`src/rtl/arb2_pkg.sv`:
```
// Shared definitions for the two-input word arbiter: FSM encoding and default burst length.
package arb2_pkg;

  typedef enum logic [1:0] {
    StIdle = 2'b00,
    StOwn0 = 2'b01,
    StOwn1 = 2'b10
  } arb_state_e;

  localparam int unsigned MaxBurstDef = 4;
  localparam int unsigned CountWidth  = 8;
  localparam int unsigned DataWidth   = 32;

endpackage

```
`src/rtl/mux2_32.sv`:
```
// 32-bit two-way data select; i_sel = 1 picks i_b.
module mux2_32 (
  input  logic        i_sel,
  input  logic [31:0] i_a,
  input  logic [31:0] i_b,
  output logic [31:0] o_y
);

  assign o_y = i_sel ? i_b : i_a;

endmodule

```
`src/rtl/arb2_32.sv`:
```
// Two-requester word arbiter with bounded bursts, fair tie-breaking and a registered
// output stage that honours consumer backpressure.
module arb2_32
  import arb2_pkg::*;
#(
  parameter int unsigned MAX_BURST = MaxBurstDef
) (
  input  logic        clk,
  input  logic        rst_n,
  input  logic        req0,
  input  logic [31:0] data0,
  output logic        ack0,
  input  logic        req1,
  input  logic [31:0] data1,
  output logic        ack1,
  output logic        out_valid,
  output logic [31:0] out_data,
  input  logic        out_ready,
  output logic        select
);

  arb_state_e            r_state, w_state_d;
  logic [CountWidth-1:0] r_count, w_count_d;
  logic                  r_last_owner, w_last_owner_d;
  logic                  r_out_valid;
  logic [DataWidth-1:0]  r_out_data;

  logic                  w_can_load;
  logic                  w_own_req;
  logic                  w_other_req;
  logic                  w_xfer;
  logic                  w_burst_end;
  logic [DataWidth-1:0]  w_mux_data;
  logic [CountWidth-1:0] w_burst_last;

  assign w_burst_last = CountWidth'(MAX_BURST - 1);

  assign select     = (r_state == StOwn1);
  assign w_can_load = !r_out_valid || out_ready;

  // Request of the current owner and of the other side; only meaningful in OWNx.
  assign w_own_req   = select ? req1 : req0;
  assign w_other_req = select ? req0 : req1;

  assign ack0   = (r_state == StOwn0) && req0 && w_can_load;
  assign ack1   = (r_state == StOwn1) && req1 && w_can_load;
  assign w_xfer = ack0 || ack1;

  assign w_burst_end = w_xfer && (r_count == w_burst_last);

  mux2_32 u_mux (
    .i_sel (select),
    .i_a   (data0),
    .i_b   (data1),
    .o_y   (w_mux_data)
  );

  always_comb begin
    w_state_d      = r_state;
    w_count_d      = r_count;
    w_last_owner_d = r_last_owner;
    unique case (r_state)
      StIdle: begin
        w_count_d = '0;
        if (req0 && req1) begin
          // r_last_owner names who was served last; the other side wins the tie.
          w_state_d = r_last_owner ? StOwn0 : StOwn1;
        end else if (req0) begin
          w_state_d = StOwn0;
        end else if (req1) begin
          w_state_d = StOwn1;
        end
      end
      StOwn0, StOwn1: begin
        if (!w_own_req || w_burst_end) begin
          w_count_d      = '0;
          w_last_owner_d = select;
          if (w_other_req) begin
            w_state_d = select ? StOwn0 : StOwn1;
          end else begin
            w_state_d = StIdle;
          end
        end else if (w_xfer) begin
          w_count_d = r_count + CountWidth'(1);
        end
      end
      default: begin
        w_state_d = StIdle;
        w_count_d = '0;
      end
    endcase
  end

  always_ff @(posedge clk or negedge rst_n) begin
    if (!rst_n) begin
      r_state      <= StIdle;
      r_count      <= '0;
      r_last_owner <= 1'b1;
    end else begin
      r_state      <= w_state_d;
      r_count      <= w_count_d;
      r_last_owner <= w_last_owner_d;
    end
  end

  always_ff @(posedge clk or negedge rst_n) begin
    if (!rst_n) begin
      r_out_valid <= 1'b0;
      r_out_data  <= '0;
    end else if (w_xfer) begin
      r_out_valid <= 1'b1;
      r_out_data  <= w_mux_data;
    end else if (out_ready) begin
      r_out_valid <= 1'b0;
    end
  end

  assign out_valid = r_out_valid;
  assign out_data  = r_out_data;

`ifndef SYNTHESIS
  a_ack_onehot : assert property (@(posedge clk) disable iff (!rst_n) !(ack0 && ack1));
`endif

endmodule

```
`config.mk`:
```
export PLATFORM = sky130hd
export DESIGN_NAME = arb2_32
export DESIGN_NICKNAME = d
export VERILOG_FILES = /design/src/rtl/arb2_pkg.sv /design/src/rtl/mux2_32.sv /design/src/rtl/arb2_32.sv
export SDC_FILE = /design/constraint.sdc
export NUM_CORES = 1
export LEC_CHECK = 0
export ABC_AREA = 1
export CORE_AREA = 2 2 71 100
export CTS_CLUSTER_DIAMETER = 150
export CTS_CLUSTER_SIZE = 25
export DETAILED_ROUTE_END_ITERATION = 8
export DIE_AREA = 0 0 73 102
export PLACE_DENSITY_LB_ADDON = 0.15
export SLEW_MARGIN = 20
export SYNTH_ARGS = -nofsm -noshare
export SYNTH_HDL_FRONTEND = slang
export SYNTH_SLANG_ARGS = --single-unit
export TNS_END_PERCENT = 30
```
`constraint.sdc`:
```
create_clock -name clk -period 1.7 [get_ports clk]
set_input_delay 0.34 -clock clk [delete_from_list [all_inputs] [get_ports clk]]
set_output_delay 0.34 -clock clk [all_outputs]
set_load 0.02 [all_outputs]
```
==> Word level (Yosys, flattened, before mapping) <==
Index checks and enable logic that the tools add are counted.
{ "totals": {"reg_bits": 44, "latchBits": 0, "ramBits": 0, "mem_bits_ro": 0, "inputBits": 69, "out_inout_bits": 36, "mem_count": 0} }
{ "classes": {"n_addsub": 1, "mul": 0, "div_mod_pow": 0, "order_cmp": 0, "n_eq_ne": 6, "n_shift": 0, "muxes": 16, "bitwise_logic": 0, "n_reduce_logical": 16} }
{ "op_table": {"columns": ["cell", "count"], "rows": [
  ["$mux W32", 1],
  ["$mux W8", 3],
  ["$mux W2", 7],
  ["$add A8 B1 Y8 const B", 1],
  ["$eq A8 B2 Y1 const B", 1],
  ["$logic_and A1 B1 Y1", 6],
  ["$mux W1", 4],
  ["$ne A4 B4 Y1 const B", 1],
  ["$pmux W2 S2", 1],
  ["$reduce_and A2 Y1", 2],
  ["$logic_or A1 B1 Y1", 3],
  ["$ne A3 B3 Y1 const B", 1],
  ["$eq A2 B1 Y1 const B", 1],
  ["$eq A2 B2 Y1 const B", 1],
  ["$logic_not A1 Y1", 2],
  ["$logic_not A2 Y1", 1],
  ["$ne A2 B2 Y1 const B", 1],
  ["$reduce_bool A2 Y1", 1],
  ["$reduce_or A2 Y1", 1]
]} }

==> Longest topological paths before layout <==
{ "depth": {"ltp_word": 8, "depth_mapped": 13} }

==> Hierarchy <==
From an unflattened synthesis, not the netlist that was laid out.
{ "hier_totals": {"cells_unflattened": 352, "hier_area_um2": 2489.9} }
{ "modules_own_cells": {"columns": ["mod", "n_inst", "cells_per_inst", "area_per_inst_um2"], "rows": [
  ["arb2_32", 1, 248, 1998.2],
  ["mux2_32", 1, 104, 491.7]
]} }

==> Worst setup path before layout <==
OpenSTA, ideal clock, no wires.
{ "synth_timing": {"path_kind": "register -> register", "start": "register r_state[0]", "end": "register r_count[4]", "setup_ps": 117, "t_arrival_ps": 1594, "t_required_ps": 1583, "path_slack_ps": -11, "path_stages_with_launch": 13, "synth_period_minus_slack_ps": 1711, "cell_sequence": "dfrtp_1 inv_1 ha_1 buf_4 nand2_2 inv_2 nand2_2 nand2_2 buf_6 buf_6 nand4_2 nor2_1 nor2_1"} }
{ "synth_between": {"elab_chain_cells": 8, "elab_cells_between_ends": 15, "cone_classes": "eq/ne: 3; mux: 3; reduce/logical: 9"} }
{ "synth_lines": {"columns": ["element", "line", "text"], "rows": [
  ["from (decl)", "arb2_32.sv:22", "arb_state_e r_state, w_state_d;"],
  ["from (signal assigned)", "arb2_32.sv:96", "r_state <= StIdle;"],
  ["from (signal assigned)", "arb2_32.sv:100", "r_state <= w_state_d;"],
  ["$eq A2 B2 Y1 (*)", "arb2_32.sv:38", "assign select = (r_state == StOwn1);"],
  ["net select", "arb2_32.sv:19", "output logic select"],
  ["$logic_and A1 B1 Y1 (2 in series)", "arb2_32.sv:46", "assign ack1 = (r_state == StOwn1) && req1 && w_can_load;"],
  ["$logic_or A1 B1 Y1", "arb2_32.sv:47", "assign w_xfer = ack0 || ack1;"],
  ["$logic_and A1 B1 Y1", "arb2_32.sv:49", "assign w_burst_end = w_xfer && (r_count == w_burst_last);"],
  ["$logic_or A1 B1 Y1", "arb2_32.sv:75", "if (!w_own_req || w_burst_end) begin"],
  ["$mux W8", "arb2_32.sv:75", null],
  ["$mux W8", "arb2_32.sv:62", "unique case (r_state)"],
  ["to (signal assigned)", "arb2_32.sv:101", "r_count <= w_count_d;"],
  ["to (decl)", "arb2_32.sv:23", "logic [CountWidth-1:0] r_count, w_count_d;"]
]} }
Mark *: on every way through the listed nets, which the timed path passes. The rest lies on a longest branch.
A chain may end at the register's enable or synchronous reset.

==> Worst setup path in the final report <==
{ "layout_timing": {"start": "register r_state[1]", "end": "register r_out_data[14], in the netlist out_data[14]"} }
{ "layout_between": {"elab_chain_cells": 4, "elab_cells_between_ends": 8, "cone_classes": "eq/ne: 2; mux: 1; reduce/logical: 5"} }
{ "layout_lines": {"columns": ["element", "line", "text"], "rows": [
  ["$eq A2 B1 Y1 or $eq A2 B2 Y1 (tied branches)", "arb2_32.sv:45, arb2_32.sv:38, arb2_32.sv:46", null],
  ["$logic_and A1 B1 Y1, on equally long branches (2 in series)", "arb2_32.sv:45, arb2_32.sv:46", null],
  ["$logic_or A1 B1 Y1", "arb2_32.sv:47", null],
  ["to (signal assigned)", "arb2_32.sv:112", "r_out_data <= w_mux_data;"],
  ["to (decl)", "arb2_32.sv:26", "logic [DataWidth-1:0] r_out_data;"]
]} }
Several ways; a longest one is shown, not always the timed one.

==> flow_summary_export.csv <==
group,metric,value,unit
outcome,status,"finished clean",
placement,place_ws,-0.3156,ns
floorplanning,die_h,102,um
drt,wl,6.559,mm
drt,wl_per_cell,13.17,um
placement,post_dp_cell_area,0.003527,sq mm
sta,period_share,98.68,%
synth,synth_compound_area_share,9.983,%
worst_setup_path,cp_data_required_time,1.91,ns
floorplanning,num_rows,35,
synth,synth.area.mux_share,0,%
global_routing,track_usage,16.60,%
synth,synth_top_family_by_area,"simple AND/OR/NAND/NOR gates",
sta,worst_pin_slew,0.3107,ns
drt,wl_met3,365,um
synth,ys_seq_area_share,48.86,%
drt,ant_nets,0,
worst_setup_path,worstSetupEndpointType,"flip-flop",
clocking,clkLatencyLatePin,0.29,ns
synth,synth_xor_area_share,0.3882,%
worst_setup_path,critPathMaxFanout,16,
floorplanning,core,0.006525,sq mm
drt,wl_met2,3.466,mm
power_and_ir_drop,ir_worst_vdd,0.8363,mV
sta,hold_slack,0.02637,ns
global_routing,antenna_found_initial,0,
global_routing,grt_max_degree,34,
power_and_ir_drop,leakagePower,0.001751,uW
finish,fin_area,0.003832,sq mm
placement,routabilityCongestion,0.7620,
finish,nFillCells,595,
placement,port_buffers,104,
finish,insertedDiodeCount,0,
sta,fin_crit,1.678,ns
global_routing,grt_pass1_vias,2165,
synth,synth_simple_gate_area_share,31.00,%
clocking,root_buffer,"clkbuf_8",
synth,syn-mean-instance-area,7.699,sq um
synth,synth_warnings,0,
finish,syn2layout_area_growth,69.88,%
worst_setup_path,worstPathArrival,1.89,ns
worst_setup_path,critPathLaunchType,"flip-flop",
clocking,cts.path.max_buffers,2,
finish,mostFrequentLayoutCells,"101 x nand2_1, 100 x clkdlybuf4s50_1, 49 x nor2_1",
sta,rsz0062_at_grt,"yes",
power_and_ir_drop,finalPower,6390,uW
finish,drive_gt1_share,15.09,%
synth,ys_ff_latch,44,
hold_path,hp-class,"in2async",
drt,drt-met1-wl,2.649,mm
synth,synthAdderAreaFrac,2.773,%
clocking,cts_max_level,2,
drt,drt_first_pass_iters,4,
global_routing,grt_overflow_total,0,
power_and_ir_drop,power_density,1667,mW/mm^2
finish,final_common_cell,"nand2_1",
drt,drc,0,
clocking,cts_sinks,44,
drt,drt_iter0_drc,76,
clocking,cts_tree,"done",
global_routing,grt_pass1_wl,9.694,mm
sta,slew_headroom,79.21,%
floorplanning,start_util,34.57,%
floorplanning,die_area,0.007446,sq mm
clocking,cts_hold_buf,0,
sta,timing.final.ws_setup,0.02238,ns
sta,setup_viol_count_final,0,
synth,ys_types,24,
synth,synthCells,293,
finish,fin_util,58.73,%
sta,fmax,0.5961,GHz
drt,vias,2311,
floorplanning,fp.dieW,73,um
clocking,cts_made_buffers,5,
sta,fin_skew,0.007374,ns
finish,layout.nets,497,
sta,final_hold_viol_count,0,
synth,syn_nets,367,
job,max-cap-violations,0,
sta,slew_violations,0,
drt,highest_layer,"met4",
worst_setup_path,critPathKind,"reg2reg",
floorplanning,pin_count,105,
placement,hpwl,4.439,mm
clocking,clkSlewWorstSetupHoldPaths,0.08,ns
synth,synth_area,0.002256,sq mm
drt,vias_per_cell,4.641,
[power breakdown]
group          switching, uW  internal [uW]  total, uW
combinational           2000           1980       3980
clock                    353            332        685
sequential               237           1490       1730
[synthesized netlist by cell type]
cell	n	share of area [%]
o21ai_1	1	0.22
nand3_1	6	1.3
nor3_1	2	0.44
a31oi_1	32	8.9
inv_1	18	3.0
nand4_2	2	1.1
nand3b_1	2	0.67
clkbuf_1	6	1.0
buf_4	1	0.33
ha_1	5	2.8
nand2_2	3	0.83
xor2_1	1	0.39
dfstp_2	1	1.2
or2_0	1	0.28
nor2_1	49	8.2
nand2_1	104	17
dfrtp_1	43	48
buf_2	6	1.3
nand3_2	2	0.89
clkinv_1	1	0.17
a21oi_1	3	0.67
inv_2	1	0.17
buf_6	2	1.0
o21ai_0	1	0.22
[registers in the layout, indices dropped and copies added, names as in the netlist]
register,count
out_data,32
r_count,8
r_state,2
out_valid,1
r_last_owner,1
[cell families after synthesis]
kind of cell,Yosys count
XOR/XNOR,1
AND/OR/NAND/NOR,171
AO/OA/AOI/OAI,37
buffers and inverters,35
flip-flops,44
adder cells (fa/ha/maj),5
[stage by stage]
stage	std cells	setup TNS, ns
after global placement	479	-4.074
after global routing	498	-0.3755
after floorplan	293	0
after CTS	487	0
after detailed placement	479	-5.954
final	498	0
[layer usage]
metal  up-vias  global-route usage, %
met2        67                  29.87
li1       1195                      -
met4         0                  4.701
met1      1043                  19.11
met5         -                      0
met3         6                  4.339
[worst paths after layout]
| check | from | endpoint | slack, ns | cells past startpoint |
|---|---|---|---|---|
| setup reg to reg | r_state[1] | out_data[14] | 0.02 | 8 |
| min in group clk | r_last_owner | r_last_owner | 0.50 | 2 |
| max in group asynchronous | rst_n | r_last_owner | 1.38 | 2 |
| setup / recovery | r_state[1] | out_data[14] | 0.02 | 8 |
| hold / removal | rst_n | out_data[29] | 0.03 | 2 |
| hold reg to reg | r_last_owner | r_last_owner | 0.50 | 2 |
[critical path, stage by stage, from the launching register on]
cell and delay (ns):
dfrtp_1 0.42, buf_6 0.13, ha_4 0.16, buf_4 0.15, buf_12 0.13, clkinvlp_4 0.17
clkbuf_16 0.21, nand2_1 0.05, a31oi_1 0.18
[final cells by class]
class / count / area, sq um / area share (%)
clock buffers: 8 / 90.09 / 2.351
repair buffers: 138 / 1426 / 37.22
inverters: 20 / 78.83 / 2.057
flip-flops and latches: 44 / 1102 / 28.76
multi-input cells: 214 / 1042 / 27.20
well taps: 74 / 92.59 / 2.416
[timing repair]
item	4_1_cts	5_1_grt
gates cloned	0	3
endpoints found under the setup margin	35	46
gates resized for setup	12	22
pin swaps	0	5
buffers inserted	0	8
(Power assumes the default switching activity.)
